<file path="src/rtl/lstm_ctrl_pkg.sv">
// rtl/lstm_ctrl_pkg.sv - shared state encoding and fixed-point defaults for the LSTM sequencer
// Purpose: FSM state enum, default data/fraction widths, Q-format unit constant.
// Ports: none (package).
package lstm_ctrl_pkg;

  typedef enum logic [2:0] {
    ST_IDLE   = 3'd0,
    ST_WAIT_X = 3'd1,
    ST_SETTLE = 3'd2,
    ST_EMIT   = 3'd3,
    ST_FIN    = 3'd4
  } lstm_state_e;

  localparam int LSTM_DATA_WIDTH  = 16;
  localparam int LSTM_FRACT_WIDTH = 8;

  // 1.0 in Q(LSTM_DATA_WIDTH-LSTM_FRACT_WIDTH).LSTM_FRACT_WIDTH
  localparam logic [LSTM_DATA_WIDTH-1:0] LSTM_Q_ONE = LSTM_DATA_WIDTH'(1) <<< LSTM_FRACT_WIDTH;

endpackage

</file>
<file path="src/rtl/lstm_settle_timer.sv">
// rtl/lstm_settle_timer.sv - loadable down-counter timing the cell settle window
// Purpose: load SETTLE_CYCLES-1 on load, count down on dec, flag zero.
// Ports: clk, rst (sync, active-high), load, dec in; zero out.
module lstm_settle_timer #(
  parameter int SETTLE_CYCLES = 2,
  parameter int CW            = $clog2(SETTLE_CYCLES + 1)
) (
  input  logic clk,
  input  logic rst,
  input  logic load,
  input  logic dec,
  output logic zero
);

  logic [CW-1:0] cnt_q, cnt_d;

  always_comb begin
    cnt_d = cnt_q;
    if (load) begin
      cnt_d = CW'(SETTLE_CYCLES - 1);
    end else if (dec && (cnt_q != '0)) begin
      cnt_d = cnt_q - CW'(1);
    end
  end

  always_ff @(posedge clk) begin
    if (rst) begin
      cnt_q <= '0;
    end else begin
      cnt_q <= cnt_d;
    end
  end

  assign zero = (cnt_q == '0);

endmodule

</file>
<file path="src/rtl/lstm_seq_ctrl.sv">
// rtl/lstm_seq_ctrl.sv - sequencer running a combinational LSTM cell over SEQ timesteps
// Purpose: owns recurrent c/h registers, feeds the cell, waits a settle window,
//   captures c_t/h_t and streams h_t out with a valid/ready handshake.
// Ports: clk, rst; start/seq_len/c_init/h_init (sequence setup); abort;
//   x_valid/x_data/x_ready (input stream); cell_x/cell_c_in/cell_h_in (to cell);
//   cell_c_out/cell_h_out (from cell); h_valid/h_data/h_ready (output stream);
//   step_idx, busy, done (status).
module lstm_seq_ctrl
  import lstm_ctrl_pkg::*;
#(
  parameter int DATA_WIDTH    = LSTM_DATA_WIDTH,
  parameter int FRACT_WIDTH   = LSTM_FRACT_WIDTH,
  parameter int LEN_W         = 8,
  parameter int SETTLE_CYCLES = 2
) (
  input  logic                  clk,
  input  logic                  rst,
  input  logic                  start,
  input  logic [LEN_W-1:0]      seq_len,
  input  logic [DATA_WIDTH-1:0] c_init,
  input  logic [DATA_WIDTH-1:0] h_init,
  input  logic                  abort,
  input  logic                  x_valid,
  input  logic [DATA_WIDTH-1:0] x_data,
  output logic                  x_ready,
  output logic [DATA_WIDTH-1:0] cell_x,
  output logic [DATA_WIDTH-1:0] cell_c_in,
  output logic [DATA_WIDTH-1:0] cell_h_in,
  input  logic [DATA_WIDTH-1:0] cell_c_out,
  input  logic [DATA_WIDTH-1:0] cell_h_out,
  output logic                  h_valid,
  output logic [DATA_WIDTH-1:0] h_data,
  input  logic                  h_ready,
  output logic [LEN_W-1:0]      step_idx,
  output logic                  busy,
  output logic                  done
);

  if (SETTLE_CYCLES < 1 || FRACT_WIDTH >= DATA_WIDTH) begin : g_param_check
    $error("lstm_seq_ctrl: need SETTLE_CYCLES >= 1 and FRACT_WIDTH < DATA_WIDTH");
  end

  lstm_state_e           state_q, state_d;
  logic [LEN_W-1:0]      seq_len_q, seq_len_d;
  logic [LEN_W-1:0]      step_q, step_d;
  logic [DATA_WIDTH-1:0] c_q, c_d;
  logic [DATA_WIDTH-1:0] h_q, h_d;
  logic [DATA_WIDTH-1:0] x_q, x_d;
  logic [DATA_WIDTH-1:0] h_data_q, h_data_d;

  logic tmr_load, tmr_dec, tmr_zero;

  lstm_settle_timer #(
    .SETTLE_CYCLES(SETTLE_CYCLES)
  ) u_settle_timer (
    .clk  (clk),
    .rst  (rst),
    .load (tmr_load),
    .dec  (tmr_dec),
    .zero (tmr_zero)
  );

  always_comb begin
    state_d   = state_q;
    seq_len_d = seq_len_q;
    step_d    = step_q;
    c_d       = c_q;
    h_d       = h_q;
    x_d       = x_q;
    h_data_d  = h_data_q;
    tmr_load  = 1'b0;
    tmr_dec   = 1'b0;

    unique case (state_q)
      ST_IDLE: begin
        if (start) begin
          seq_len_d = seq_len;
          c_d       = c_init;
          h_d       = h_init;
          step_d    = '0;
          state_d   = (seq_len == '0) ? ST_FIN : ST_WAIT_X;
        end
      end
      ST_WAIT_X: begin
        if (x_valid) begin
          x_d      = x_data;
          tmr_load = 1'b1;
          state_d  = ST_SETTLE;
        end
      end
      ST_SETTLE: begin
        if (tmr_zero) begin
          c_d      = cell_c_out;
          h_d      = cell_h_out;
          h_data_d = cell_h_out;
          state_d  = ST_EMIT;
        end else begin
          tmr_dec = 1'b1;
        end
      end
      ST_EMIT: begin
        if (h_ready) begin
          if (step_q == seq_len_q - LEN_W'(1)) begin
            state_d = ST_FIN;
          end else begin
            step_d  = step_q + LEN_W'(1);
            state_d = ST_WAIT_X;
          end
        end
      end
      ST_FIN: begin
        state_d = ST_IDLE;
      end
      default: begin
        state_d = ST_IDLE;
      end
    endcase

    // abort overrides everything: drop any capture or step advance in this cycle
    if (abort && (state_q != ST_IDLE)) begin
      state_d  = ST_IDLE;
      step_d   = step_q;
      c_d      = c_q;
      h_d      = h_q;
      x_d      = x_q;
      h_data_d = h_data_q;
      tmr_load = 1'b0;
    end
  end

  always_ff @(posedge clk) begin
    if (rst) begin
      state_q   <= ST_IDLE;
      seq_len_q <= '0;
      step_q    <= '0;
      c_q       <= '0;
      h_q       <= '0;
      x_q       <= '0;
      h_data_q  <= '0;
    end else begin
      state_q   <= state_d;
      seq_len_q <= seq_len_d;
      step_q    <= step_d;
      c_q       <= c_d;
      h_q       <= h_d;
      x_q       <= x_d;
      h_data_q  <= h_data_d;
    end
  end

  // status/handshake outputs decode the registered state only
  assign x_ready   = (state_q == ST_WAIT_X);
  assign h_valid   = (state_q == ST_EMIT);
  assign done      = (state_q == ST_FIN);
  assign busy      = (state_q != ST_IDLE);
  assign cell_x    = x_q;
  assign cell_c_in = c_q;
  assign cell_h_in = h_q;
  assign h_data    = h_data_q;
  assign step_idx  = step_q;

endmodule

</file>
<file path="config.mk">
export PLATFORM = sky130hd
export DESIGN_NAME = lstm_seq_ctrl
export DESIGN_NICKNAME = d
export VERILOG_FILES = /design/src/rtl/lstm_ctrl_pkg.sv /design/src/rtl/lstm_settle_timer.sv /design/src/rtl/lstm_seq_ctrl.sv
export SDC_FILE = /design/constraint.sdc
export NUM_CORES = 1
export LEC_CHECK = 0
export CORE_UTILIZATION = 39
export CTS_BUF_LIST = sky130_fd_sc_hd__clkbuf_4 sky130_fd_sc_hd__clkbuf_8
export CTS_CLUSTER_SIZE = 28
export DETAILED_ROUTE_END_ITERATION = 10
export PLACE_DENSITY = 0.89
export SLEW_MARGIN = 20
export SYNTH_ARGS = -nofsm -noshare
export SYNTH_HDL_FRONTEND = slang
export SYNTH_HIERARCHICAL = 1
export SYNTH_SLANG_ARGS = --single-unit
</file>
<file path="constraint.sdc">
create_clock -name clk -period 1.89 [get_ports clk]
set_input_delay 0.189 -clock clk [delete_from_list [all_inputs] [get_ports clk]]
set_output_delay 0.189 -clock clk [all_outputs]
set_load 0.005 [all_outputs]
</file>
==> results.json <==
{
  "run_status": "finished, violations left",
  "failed_checks": "negative setup slack",
  "final_nets": 740,
  "syn_area_per_cell_sq_um": 8.62,
  "crit_slowest_cell": "or3b_4",
  "switching_power_uw": 1270,
  "setup_tns_ns": -0.772,
  "yosys.area.top_type": "dfxtp_1",
  "drtIter0Drc": 140,
  "die_w_um": 101,
  "power.total_uw": 4620,
  "core-area_sq_um": 9420,
  "synthCells": 446,
  "cts_tree": "done",
  "finish.utilization": 0.680,
  "holdBufCountCts": 0,
  "placed_area_sq_um": 5900,
  "synth_top_flop_cell": "dfxtp_1",
  "fin_ws_ns": -0.142,
  "dpl.cell_count": 752,
  "crit_type": "reg -> reg",
  "routed_wl_mm": 12.9,
  "internal_power_uw": 3350,
  "final.period_utilization": 1.08,
  "path_clk_slew_ns": 0.09,
  "cts_buffer_depth": 2,
  "synth_edf_count": 0,
  "power_leakage_uw": 0.00227,
  "final_cell_mix": "166 x clkdlybuf4s50_1, 89 x nand2_1, 80 x dfxtp_1",
  "grt_pass1_wl_mm": 19.5,
  "yosys_warnings": 6,
  "fmax_mhz": 492,
  "startpoint_type": "flop",
  "critPathMaxStageDelay_ns": 0.42,
  "finish.instance_area_sq_um": 6400,
  "slew_headroom": 0.678,
  "seqPwrFrac": 0.428,
  "vdd_drop_max_v": 0.000384,
  "worstPathMaxFanout": 5,
  "synthArstFlopShare": 0,
  "cp_data_arrival_time_ns": 2.31,
  "die_area_sq_um": 10300,
  "rsz0062_at_grt": "true",
  "vias": 4050,
  "maxCapViolCount": 0,
  "grt_pass1_vias": 4054,
  "setup_viol": 10,
  "path_cells": "inv_2 > ha_4 > or3b_4 > nor3_4 > xnor2_1 > nand4_2 > buf_6 > nand3_2 > or3b_1 > a31oi_1",
  "place_congestion": 0.897,
  "syn_area_sq_um": 3840,
  "clockRootBuffer": "clkbuf_8",
  "p_comb_frac": 0.252,
  "yosys-top-cells-area": "dfxtp_1 44%, nand2_1 8.7%, mux2i_1 8.6%, a211oi_1 6.8%, a21oi_1 5.3%",
  "die_h_um": 101,
  "drv_slew": 0,
  "startpoint": "seq_len_q[1]$_SDFFE_PP0P_",
  "firstDrtPassIters": 5,
  "tightest_slew_ns": 0.483,
  "clockPowerShare": 0.320,
  "crit_required_ns": 2.17,
  "grt-ovfl-total": 0,
  "drc_errors": 0,
  "track_usage": 0.245,
  "ys_types": 55,
  "final.setup_skew_ns": 0.0108,
  "antenna_found_initial": 0,
  "cts.sinks": 85,
  "post-synth-top-area-fraction": 0.443,
  "grt_max_degree": 50,
  "area_growth_pct": 66.6,
  "h-tree-depth": 3,
  "avgViaCountPerCell": 5.21,
  "post_drt_wl_per_cell_um": 16.6,
  "cp-end-kind": "flop",
  "hold_class": "in -> reg",
  "final_common_cell": "clkdlybuf4s50_1",
  "ys_ff_latch": 85,
  "sw_frac_of_total": 0.275,
  "drtAntennaViolNets": 0,
  "port_buffers": 169,
  "start_util": 0.408,
  "power_density_nw_per_um2": 721,
  "clock_latency_ns": 0.35,
  "syn_nets": 543,
  "drive_gt1_frac": 0.156,
  "min_from": "rst",
  "rows": 35,
  "post-route-min-period_ns": 2.03,
  "final_cells": 777,
  "ys_seq_area_frac": 0.443,
  "ios": 170,
  "r2r-start": "seq_len_q[1]$_SDFFE_PP0P_",
  "hold_violations": 0,
  "dp_hpwl_mm": 8.69,
  "cts_made_buffers": 9,
  "antenna_cells": 0
}
-- critical path: cells and delay by family, from the launching register on --
family	cells	cell delay (ns)
AOI/OAI and AO/OA	1	0.14
buffers and inverters	2	0.19
adders and majority gates	1	0.12
DFF	1	0.34
xor gates and xnor gates	1	0.09
and+or+nand+nor	5	1.07
-- synthesized netlist by cell type (3+ instances only) --
master	n
clkbuf_1	16
inv_1	8
dfxtp_1	85
buf_2	10
nor3_1	5
nand2b_1	6
nand4_1	3
xor2_1	5
ha_1	3
nor2b_1	5
xnor2_1	4
mux2i_1	33
a21boi_0	3
o31ai_1	3
or3_1	6
a21oi_1	41
a211oi_1	35
nand2_1	89
nor2_1	39
o21ai_0	4
nand3_1	3
-- power groups by stage --
stage / clock [uW] / combinational, uW / sequential, uW
final: 1480 / 1160 / 1980
after global routing: 1590 / 1250 / 1990
after CTS: 1500 / 1100 / 1970
after detailed placement: 0 / 1030 / 2020
after global placement: 0 / 998 / 2010
after floorplan: 0 / 433 / 2020
-- final cells by class --
cell class | instances | area [sq um]
Multi-Input combinational cell | 324 | 2130
Clock inverter | 6 | 95.1
Timing Repair Buffer | 214 | 2140
Tap cell | 129 | 161
Clock buffer | 10 | 131
Fill cell | 733 | 3010
Inverter | 9 | 33.8
Sequential cell | 85 | 1710
-- logic make-up after synthesis --
group / synth area share
compound gates: 0.177
xor+xnor: 0.0205
fa+ha+maj: 0.00976
buf+inv: 0.0446
flops: 0.443
mux: 0.0888
simple gates: 0.216
-- what timing repair did --
action / 4_1_cts / 5_1_grt
setup buffers: 3 / 4
hold endpoints to repair: 0 / 0
cloned: 1 / 1
setup endpoints to repair: 17 / 27
pin swaps: 9 / 3
gates resized for setup: 22 / 20
-- sequential cells by signal (all words and copies together), names as in the netlist --
name / cells
cell_c_in: 16
cell_h_in: 16
cell_x: 16
h_data: 16
seq_len_q: 8
step_idx: 8
state_q: 3
u_settle_timer/cnt_q: 2
-- metal layers --
| metal | track usage | part of all wire | up-vias |
|---|---|---|---|
| li1 | - | - | 1948 |
| met1 | 0.260 | 0.38 | 1912 |
| met2 | 0.445 | 0.52 | 168 |
| met5 | 0 | 0 | - |
| met3 | 0.0925 | 0.082 | 22 |
| met4 | 0.0847 | 0.020 | 0 |
-- through the flow --
step           hold slack [ns]  setup slack [ns]
2_1_floorplan            0.253           -0.0645
5_1_grt                  0.288            -0.203
6_report                 0.297            -0.142
3_3_place_gp             0.441            -0.177
4_1_cts                  0.277            -0.105
3_5_place_dp             0.449            -0.275
-- final timing paths --
path	end	slack [ns]	depth (start not counted)
setup / recovery	step_idx[2]$_SDFFE_PP0P_	-0.14	10
hold reg to reg	h_data[3]$_SDFFE_PP0P_	0.46	2
setup reg to reg	step_idx[2]$_SDFFE_PP0P_	-0.14	10
hold / removal	cell_x[11]$_SDFFE_PP0P_	0.30	2
(Power assumes the default switching activity.)
